==> config.mk <==
export PLATFORM = sky130hd
export DESIGN_NAME = rv32i_ex_stage
export DESIGN_NICKNAME = d
export VERILOG_FILES = /design/src/rtl/rv32i_ex_stage_pkg.sv /design/src/rtl/rv32i_ex_stage_serial_shifter.sv /design/src/rtl/rv32i_ex_stage.sv
export SDC_FILE = /design/constraint.sdc
export NUM_CORES = 1
export LEC_CHECK = 0
export CAP_MARGIN = 20
export CORE_UTILIZATION = 50
export DETAILED_ROUTE_END_ITERATION = 10
export HOLD_SLACK_MARGIN = 0.08
export PLACE_DENSITY = 0.8
export SLEW_MARGIN = 20
export SYNTH_ARGS = -nofsm -noshare
export SYNTH_HDL_FRONTEND = slang
export SYNTH_SLANG_ARGS = --single-unit
export TNS_END_PERCENT = 5
==> constraint.sdc <==
create_clock -name clk -period 4.3 [get_ports clk]
set_input_delay 0.645 -clock clk [delete_from_list [all_inputs] [get_ports clk]]
set_output_delay 0.645 -clock clk [all_outputs]
set_load 0.02 [all_outputs]
==> src/rtl/rv32i_ex_stage_pkg.sv <==
// Shared constants and types for the RV32I execute stage: opcode classes,
// funct3 codes, bus widths and the shift-sequencer state encoding.
package rv32i_ex_stage_pkg;

    localparam int ALU_OP_BUS_W   = 7;
    localparam int ALU_FUN3_BUS_W = 3;
    localparam int DATA_BUS_W     = 32;
    localparam int REG_ADDR_BUS_W = 5;

    localparam logic [ALU_OP_BUS_W-1:0] OP_R     = 7'b0110011;
    localparam logic [ALU_OP_BUS_W-1:0] OP_I     = 7'b0010011;
    localparam logic [ALU_OP_BUS_W-1:0] OP_LOAD  = 7'b0000011;
    localparam logic [ALU_OP_BUS_W-1:0] OP_STORE = 7'b0100011;
    localparam logic [ALU_OP_BUS_W-1:0] OP_LUI   = 7'b0110111;
    localparam logic [ALU_OP_BUS_W-1:0] OP_AUIPC = 7'b0010111;

    localparam logic [ALU_FUN3_BUS_W-1:0] F3_ADD_SUB = 3'b000;
    localparam logic [ALU_FUN3_BUS_W-1:0] F3_SLL     = 3'b001;
    localparam logic [ALU_FUN3_BUS_W-1:0] F3_SLT     = 3'b010;
    localparam logic [ALU_FUN3_BUS_W-1:0] F3_SLTU    = 3'b011;
    localparam logic [ALU_FUN3_BUS_W-1:0] F3_XOR     = 3'b100;
    localparam logic [ALU_FUN3_BUS_W-1:0] F3_SRL_SRA = 3'b101;
    localparam logic [ALU_FUN3_BUS_W-1:0] F3_OR      = 3'b110;
    localparam logic [ALU_FUN3_BUS_W-1:0] F3_AND     = 3'b111;

    typedef enum logic [0:0] {
        ST_IDLE  = 1'b0,
        ST_SHIFT = 1'b1
    } ex_state_e;

    function automatic logic is_shift_op(input logic [ALU_OP_BUS_W-1:0] aluop,
                                         input logic [ALU_FUN3_BUS_W-1:0] fun3);
        return ((aluop == OP_R) || (aluop == OP_I)) &&
               ((fun3 == F3_SLL) || (fun3 == F3_SRL_SRA));
    endfunction

endpackage

==> src/rtl/rv32i_ex_stage_serial_shifter.sv <==
// One-bit-per-cycle shifter: load captures operand, amount and direction;
// result_o is the accumulator advanced by one more step.
module rv32i_serial_shifter #(
    parameter int DATA_W = 32,
    parameter int SH_W   = $clog2(DATA_W)
) (
    input  logic              clk,
    input  logic              rst,
    input  logic              load_i,
    input  logic [DATA_W-1:0] data_i,
    input  logic [SH_W-1:0]   shamt_i,
    input  logic              right_i,
    input  logic              arith_i,
    output logic [DATA_W-1:0] result_o,
    output logic              last_o
);

    logic [DATA_W-1:0] acc_q;
    logic [SH_W-1:0]   cnt_q;
    logic              right_q;
    logic              arith_q;
    logic [DATA_W-1:0] acc_step;

    always_comb begin
        if (right_q) begin
            acc_step = {arith_q & acc_q[DATA_W-1], acc_q[DATA_W-1:1]};
        end else begin
            acc_step = {acc_q[DATA_W-2:0], 1'b0};
        end
    end

    always_ff @(posedge clk) begin
        if (rst) begin
            acc_q   <= '0;
            cnt_q   <= '0;
            right_q <= 1'b0;
            arith_q <= 1'b0;
        end else if (load_i) begin
            acc_q   <= data_i;
            cnt_q   <= shamt_i;
            right_q <= right_i;
            arith_q <= arith_i;
        end else if (cnt_q != '0) begin
            acc_q <= acc_step;
            cnt_q <= cnt_q - SH_W'(1);
        end
    end

    // The final step is taken combinationally so the result lands in the
    // output register on the same edge that the count runs out.
    assign result_o = acc_step;
    assign last_o   = (cnt_q == SH_W'(1));

endmodule

==> src/rtl/rv32i_ex_stage.sv <==
// RV32I execute stage and EX/MEM register. Define RV32I_EX_BARREL_SHIFT_EN
// for a single-cycle barrel shifter instead of the stalling serial shifter.
module rv32i_ex_stage
    import rv32i_ex_stage_pkg::*;
#(
    parameter int DATA_W = DATA_BUS_W,
    parameter int REG_AW = REG_ADDR_BUS_W
) (
    input  logic              clk,
    input  logic              rst,
    input  logic              ex_we,
    input  logic [REG_AW-1:0] ex_waddr,
    input  logic [6:0]        ex_aluop,
    input  logic [2:0]        ex_alufun3,
    input  logic              ex_alufun7,
    input  logic [DATA_W-1:0] ex_alu1,
    input  logic [DATA_W-1:0] ex_alu2,
    input  logic              ex_memce,
    input  logic              ex_memwe,
    input  logic [DATA_W-1:0] ex_memdata,
    input  logic [DATA_W-1:0] ex_offset,
    output logic              stall_req,
    output logic              mem_we,
    output logic [REG_AW-1:0] mem_waddr,
    output logic [DATA_W-1:0] mem_wdata,
    output logic              mem_ce,
    output logic              mem_memwe,
    output logic [DATA_W-1:0] mem_addr,
    output logic [DATA_W-1:0] mem_memdata
);

    localparam int SH_W = $clog2(DATA_W);

    logic [SH_W-1:0]   shamt;
    logic              shift_right;
    logic              shift_arith;
    logic [DATA_W-1:0] shift_value;
    logic [DATA_W-1:0] alu_result;
    logic [DATA_W-1:0] result_sel;
    logic              bubble;
    logic              stall_raw;

    logic              we_q, we_d;
    logic [REG_AW-1:0] waddr_q, waddr_d;
    logic [DATA_W-1:0] wdata_q, wdata_d;
    logic              ce_q, ce_d;
    logic              memwe_q, memwe_d;
    logic [DATA_W-1:0] addr_q, addr_d;
    logic [DATA_W-1:0] memdata_q, memdata_d;

    assign shamt       = ex_alu2[SH_W-1:0];
    assign shift_right = (ex_alufun3 == F3_SRL_SRA);
    assign shift_arith = shift_right & ex_alufun7;

`ifdef RV32I_EX_BARREL_SHIFT_EN
    always_comb begin
        if (!shift_right) begin
            shift_value = ex_alu1 << shamt;
        end else if (shift_arith) begin
            shift_value = DATA_W'($signed(ex_alu1) >>> shamt);
        end else begin
            shift_value = ex_alu1 >> shamt;
        end
    end

    assign result_sel = alu_result;
    assign bubble     = 1'b0;
    assign stall_raw  = 1'b0;
`else
    ex_state_e         state_q, state_d;
    logic              shift_op;
    logic              sh_load;
    logic              sh_last;
    logic [DATA_W-1:0] sh_result;

    // Only a zero-length shift reaches the single-cycle path here.
    assign shift_value = ex_alu1;
    assign shift_op    = is_shift_op(ex_aluop, ex_alufun3);

    rv32i_serial_shifter #(
        .DATA_W (DATA_W),
        .SH_W   (SH_W)
    ) u_shifter (
        .clk      (clk),
        .rst      (rst),
        .load_i   (sh_load),
        .data_i   (ex_alu1),
        .shamt_i  (shamt),
        .right_i  (shift_right),
        .arith_i  (shift_arith),
        .result_o (sh_result),
        .last_o   (sh_last)
    );

    always_comb begin
        state_d    = state_q;
        sh_load    = 1'b0;
        stall_raw  = 1'b0;
        bubble     = 1'b0;
        result_sel = alu_result;
        case (state_q)
            ST_IDLE: begin
                if (shift_op && (shamt != '0)) begin
                    sh_load   = 1'b1;
                    stall_raw = 1'b1;
                    bubble    = 1'b1;
                    state_d   = ST_SHIFT;
                end
            end
            ST_SHIFT: begin
                if (sh_last) begin
                    result_sel = sh_result;
                    state_d    = ST_IDLE;
                end else begin
                    stall_raw = 1'b1;
                    bubble    = 1'b1;
                end
            end
            default: state_d = ST_IDLE;
        endcase
    end

    always_ff @(posedge clk) begin
        if (rst) begin
            state_q <= ST_IDLE;
        end else begin
            state_q <= state_d;
        end
    end
`endif

    // Holding the front of the pipe while reset is applied would be pointless.
    assign stall_req = stall_raw & ~rst;

    always_comb begin
        alu_result = '0;
        case (ex_aluop)
            OP_R, OP_I: begin
                case (ex_alufun3)
                    F3_ADD_SUB: alu_result = (ex_aluop == OP_R && ex_alufun7) ?
                                             ex_alu1 - ex_alu2 : ex_alu1 + ex_alu2;
                    F3_SLT:     alu_result = {{(DATA_W-1){1'b0}},
                                              $signed(ex_alu1) < $signed(ex_alu2)};
                    F3_SLTU:    alu_result = {{(DATA_W-1){1'b0}}, ex_alu1 < ex_alu2};
                    F3_XOR:     alu_result = ex_alu1 ^ ex_alu2;
                    F3_OR:      alu_result = ex_alu1 | ex_alu2;
                    F3_AND:     alu_result = ex_alu1 & ex_alu2;
                    F3_SLL,
                    F3_SRL_SRA: alu_result = shift_value;
                    default:    alu_result = '0;
                endcase
            end
            OP_LUI:   alu_result = ex_alu2;
            OP_AUIPC: alu_result = ex_alu1 + ex_alu2;
            default:  alu_result = '0;
        endcase
    end

    always_comb begin
        we_d      = ex_we;
        waddr_d   = ex_waddr;
        wdata_d   = result_sel;
        ce_d      = ex_memce;
        memwe_d   = ex_memwe;
        addr_d    = ex_alu1 + ex_offset;
        memdata_d = ex_memdata;
        if (bubble) begin
            we_d      = 1'b0;
            waddr_d   = '0;
            wdata_d   = '0;
            ce_d      = 1'b0;
            memwe_d   = 1'b0;
            addr_d    = '0;
            memdata_d = '0;
        end
    end

    always_ff @(posedge clk) begin
        if (rst) begin
            we_q      <= 1'b0;
            waddr_q   <= '0;
            wdata_q   <= '0;
            ce_q      <= 1'b0;
            memwe_q   <= 1'b0;
            addr_q    <= '0;
            memdata_q <= '0;
        end else begin
            we_q      <= we_d;
            waddr_q   <= waddr_d;
            wdata_q   <= wdata_d;
            ce_q      <= ce_d;
            memwe_q   <= memwe_d;
            addr_q    <= addr_d;
            memdata_q <= memdata_d;
        end
    end

    assign mem_we      = we_q;
    assign mem_waddr   = waddr_q;
    assign mem_wdata   = wdata_q;
    assign mem_ce      = ce_q;
    assign mem_memwe   = memwe_q;
    assign mem_addr    = addr_q;
    assign mem_memdata = memdata_q;

endmodule

==> flow_metrics.py <==
metrics = {
    "run_status": {
        "outcome": "completed",
    },
    "worst_setup_path": {
        "arrival_ns": 4.20,
        "path_class": "input port to flop",
        "r2r-start": "u_shifter.cnt_q[2]",
        "crit_path_end_kind": "flop",
        "required_ns": 4.60,
        "regToRegSetupSlack_ns": 1.59,
        "startpoint_type": "input port",
        "crit_fanout": 4,
        "worstRegToRegCells": 8,
        "reg2reg_to": "mem_wdata[12]",
    },
    "floorplanning": {
        "die_area_mm2": 0.0256,
        "fp.dieH_um": 160,
        "die_w_um": 160,
        "start_util_pct": 51.3,
        "io-pin-count": 254,
        "fp-row-count": 57,
        "core_mm2": 0.0244,
    },
    "drt": {
        "num_vias": 13926,
        "antenna_left": 0,
        "dr.pass1.iters": 9,
        "wire_per_inst_um": 21.2,
        "drc": 0,
        "finalWirelength_um": 47600,
        "post_drt_via_cell_ratio": 6.19,
        "drtIter0Drc": 1518,
    },
    "yosys": {
        "synth_warnings": 0,
        "synth_edf_count": 0,
        "synth.distinct_cells": 89,
        "seq_area_frac_synth_pct": 23.1,
        "synth_seq_cells": 144,
        "synth_compound_area_share_pct": 29.1,
        "synth-simple-area-share_pct": 18.2,
        "synth_fa_ha_area_share_pct": 13.5,
        "postSynthCellCount": 1637,
        "synth_nets": 1919,
        "synth_top_family_by_area": "compound AO/OA/AOI/OAI gates",
        "syn_area_per_cell_um2": 7.64,
        "synth.area.mux_share_pct": 3.39,
        "synthFlopType": "dfxtp_1",
        "synth_area_mm2": 0.0125,
        "async_reset_ff_share_pct": 0,
        "synth_xor_area_share_pct": 5.32,
    },
    "power_and_ir_drop": {
        "power_switching_w": 0.00238,
        "power_frac_clock_pct": 26.6,
        "swShare_pct": 40.0,
        "p_int_w": 0.00357,
        "cellLeakagePower_nw": 6.81,
        "sequentialPowerShare_pct": 29.2,
        "power_w": 0.00595,
        "combPwrFrac_pct": 44.2,
        "p_per_area_mw_per_mm2": 364,
        "peakVddDrop_mv": 0.270,
    },
    "clock_network": {
        "cts_resized": 0,
        "cts-root-buf": "clkbuf_16",
        "clock_latency_ns": 0.44,
        "cts_setup_buffers": 0,
        "ctsHtreeMaxLevel": 4,
        "clk_path_buf_depth": 2,
        "clkSinkCount": 144,
        "hold_buffers": 0,
        "cts.reportedPaths.clkPinSlew_ns": 0.07,
        "numCtsBuffers": 17,
        "cts_tree": "done",
    },
    "timing": {
        "maxSlewViolCount": 0,
        "fmax_mhz": 256,
        "tightest_slew_ns": 1.12,
        "rsz0062_at_grt": "no",
        "period_minus_slack_ns": 3.90,
        "fin_crit_sh_pct": 90.7,
        "hold_viol_final": 0,
        "setup_viol": 0,
        "hold_ws_ns": 0.477,
        "fin_worst_skew_ns": 0.0134,
        "slew_headroom_pct": 25.4,
    },
    "placed_design": {
        "place.gp.congestion": 1.03,
        "dpl.hpwl_um": 36200,
        "numPortBuffers": 253,
    },
    "finish": {
        "drive_above_1_share_pct": 9.25,
        "final_core_util_pct": 67.0,
        "n_fill_cell": 2048,
        "final_nets": 2194,
        "syn2layout_area_growth_pct": 30.6,
        "antenna_cells": 0,
    },
    "min_path": {
        "hp-class": "flop to flop",
        "min-delay-start": "u_shifter.arith_q",
        "whs_path_depth": 2,
        "holdPathEnd": "u_shifter.arith_q",
    },
    "global_routing": {
        "grt_pass1_wl_um": 73100,
        "track_usage_pct": 36.5,
        "grt_pass1_vias": 13067,
        "antenna_found_initial": 0,
        "grt_max_degree": 68,
        "grt.overflow.total": 0,
    },
    "flow_run": {
        "cap_viol_max_count": 0,
    },
}
## metal layers
layer / up-vias / part of all wire, % / global-route usage [%]
met5: - / 0 / 0
met4: 0 / 3.8 / 15.5
met3: 125 / 12 / 9.79
met2: 921 / 43 / 56.3
met1: 6466 / 41 / 47.7
li1: 6414 / - / -
## cells in the final DEF, fill, tap and decap left out, drive strengths merged, types with 5 or more instances in the layout
cell,instances
nand2,83
o22ai,54
a221oi,28
and2,49
and3,12
o31a,5
a21oi,169
nand4,9
a21o,40
clkdlybuf4s50,252
ha,130
o211ai,22
o221ai,8
a211oi,44
a22oi,9
inv,105
xor2,22
xnor2,54
a31oi,21
buf,110
nor4,10
clkbuf,17
o31ai,9
a311oi,5
nand2b,15
o21ai,69
nor3,32
o21a,9
nand3,24
nor2,213
o21bai,19
dfxtp,144
mux2i,39
nor2b,16
or2,5
or3,8
## worst max-delay path by stage
stage / startpoint / to / slack (ns) / cells after the start
global route: ex_alu1[0] / mem_wdata[28] / 0.20 / 15
floorplan: ex_alu2[7] / mem_wdata[28] / 1.04 / 13
finish: ex_alu1[0] / mem_wdata[28] / 0.40 / 15
CTS: ex_alu1[0] / mem_wdata[28] / 0.36 / 15
global placement: ex_alu1[0] / mem_wdata[28] / -0.04 / 15
detailed placement: ex_alu1[0] / mem_wdata[28] / -0.06 / 15
## synth_stat cells (28+ instances only)
master / instances / area, um2
nor2_1: 212 / 796
inv_1: 96 / 360
a21oi_1: 168 / 841
ha_1: 130 / 1630
and2_1: 48 / 300
a221oi_1: 28 / 245
o21ai_0: 66 / 330
dfxtp_1: 144 / 2880
clkbuf_1: 62 / 233
o22ai_1: 54 / 338
a21o_1: 37 / 278
a211oi_1: 44 / 330
nand2_1: 82 / 308
nor3_1: 32 / 160
mux2i_1: 39 / 390
xnor2_1: 54 / 473
## stage by stage
stage | instances | setup slack (ns) | TNS (ns) | area, um2
floorplan | 1637 | 1.04 | 0 | 12500
global placement | 2217 | -0.0427 | -0.0427 | 15700
detailed placement | 2217 | -0.0582 | -0.0582 | 15700
CTS | 2248 | 0.359 | 0 | 16300
global route | 2248 | 0.196 | 0 | 16300
finish | 2248 | 0.401 | 0 | 16300
## power groups by stage
stage	clock, W	combinational [W]	sequential, W
CTS	0.00159	0.00258	0.00173
global placement	0	0.00248	0.00175
floorplan	0	0.00172	0.00178
global route	0.00165	0.00287	0.00176
finish	0.00158	0.00263	0.00174
detailed placement	0	0.00256	0.00176
## worst max-delay path, stage by stage
cell and delay, ns:
clkdlybuf4s50_1 0.58, inv_1 0.09, ha_1 0.22, inv_1 0.07, fa_1 0.19, nor2b_1 0.17
o21ai_0 0.15, a211oi_2 0.38, nor2_1 0.13, o41ai_2 0.42, a21oi_1 0.23, a2111oi_0 0.44
nor4_1 0.11, o32ai_1 0.26, o211ai_1 0.12
## logic make-up after synthesis
group / Yosys count
AO/OA/AOI/OAI: 550
AND/OR/NAND/NOR: 487
adder cells (fa/ha/maj): 133
multiplexers: 42
flip-flops: 144
buffers and inverters: 205
XOR/XNOR: 76
## area by class of cell
type | instances | area, um2 | area share (%)
clock inverter | 14 | 170 | 1.04
multi-input combinational | 1288 | 8710 | 53.3
clock buffer | 17 | 425 | 2.60
timing repair buffer | 362 | 3360 | 20.6
sequential | 144 | 2880 | 17.7
inverter | 99 | 377 | 2.31
tap | 324 | 405 | 2.48
## sequential cells by signal, summed over array words and instances, names as in the netlist
register and cells:
u_shifter.right_q 1, state_q 1, u_shifter.acc_q 32, mem_wdata 32
mem_ce 1, mem_memdata 32, mem_we 1, u_shifter.arith_q 1
mem_addr 32, u_shifter.cnt_q 5, mem_memwe 1, mem_waddr 5
Power figures use the tool's default switching activity.
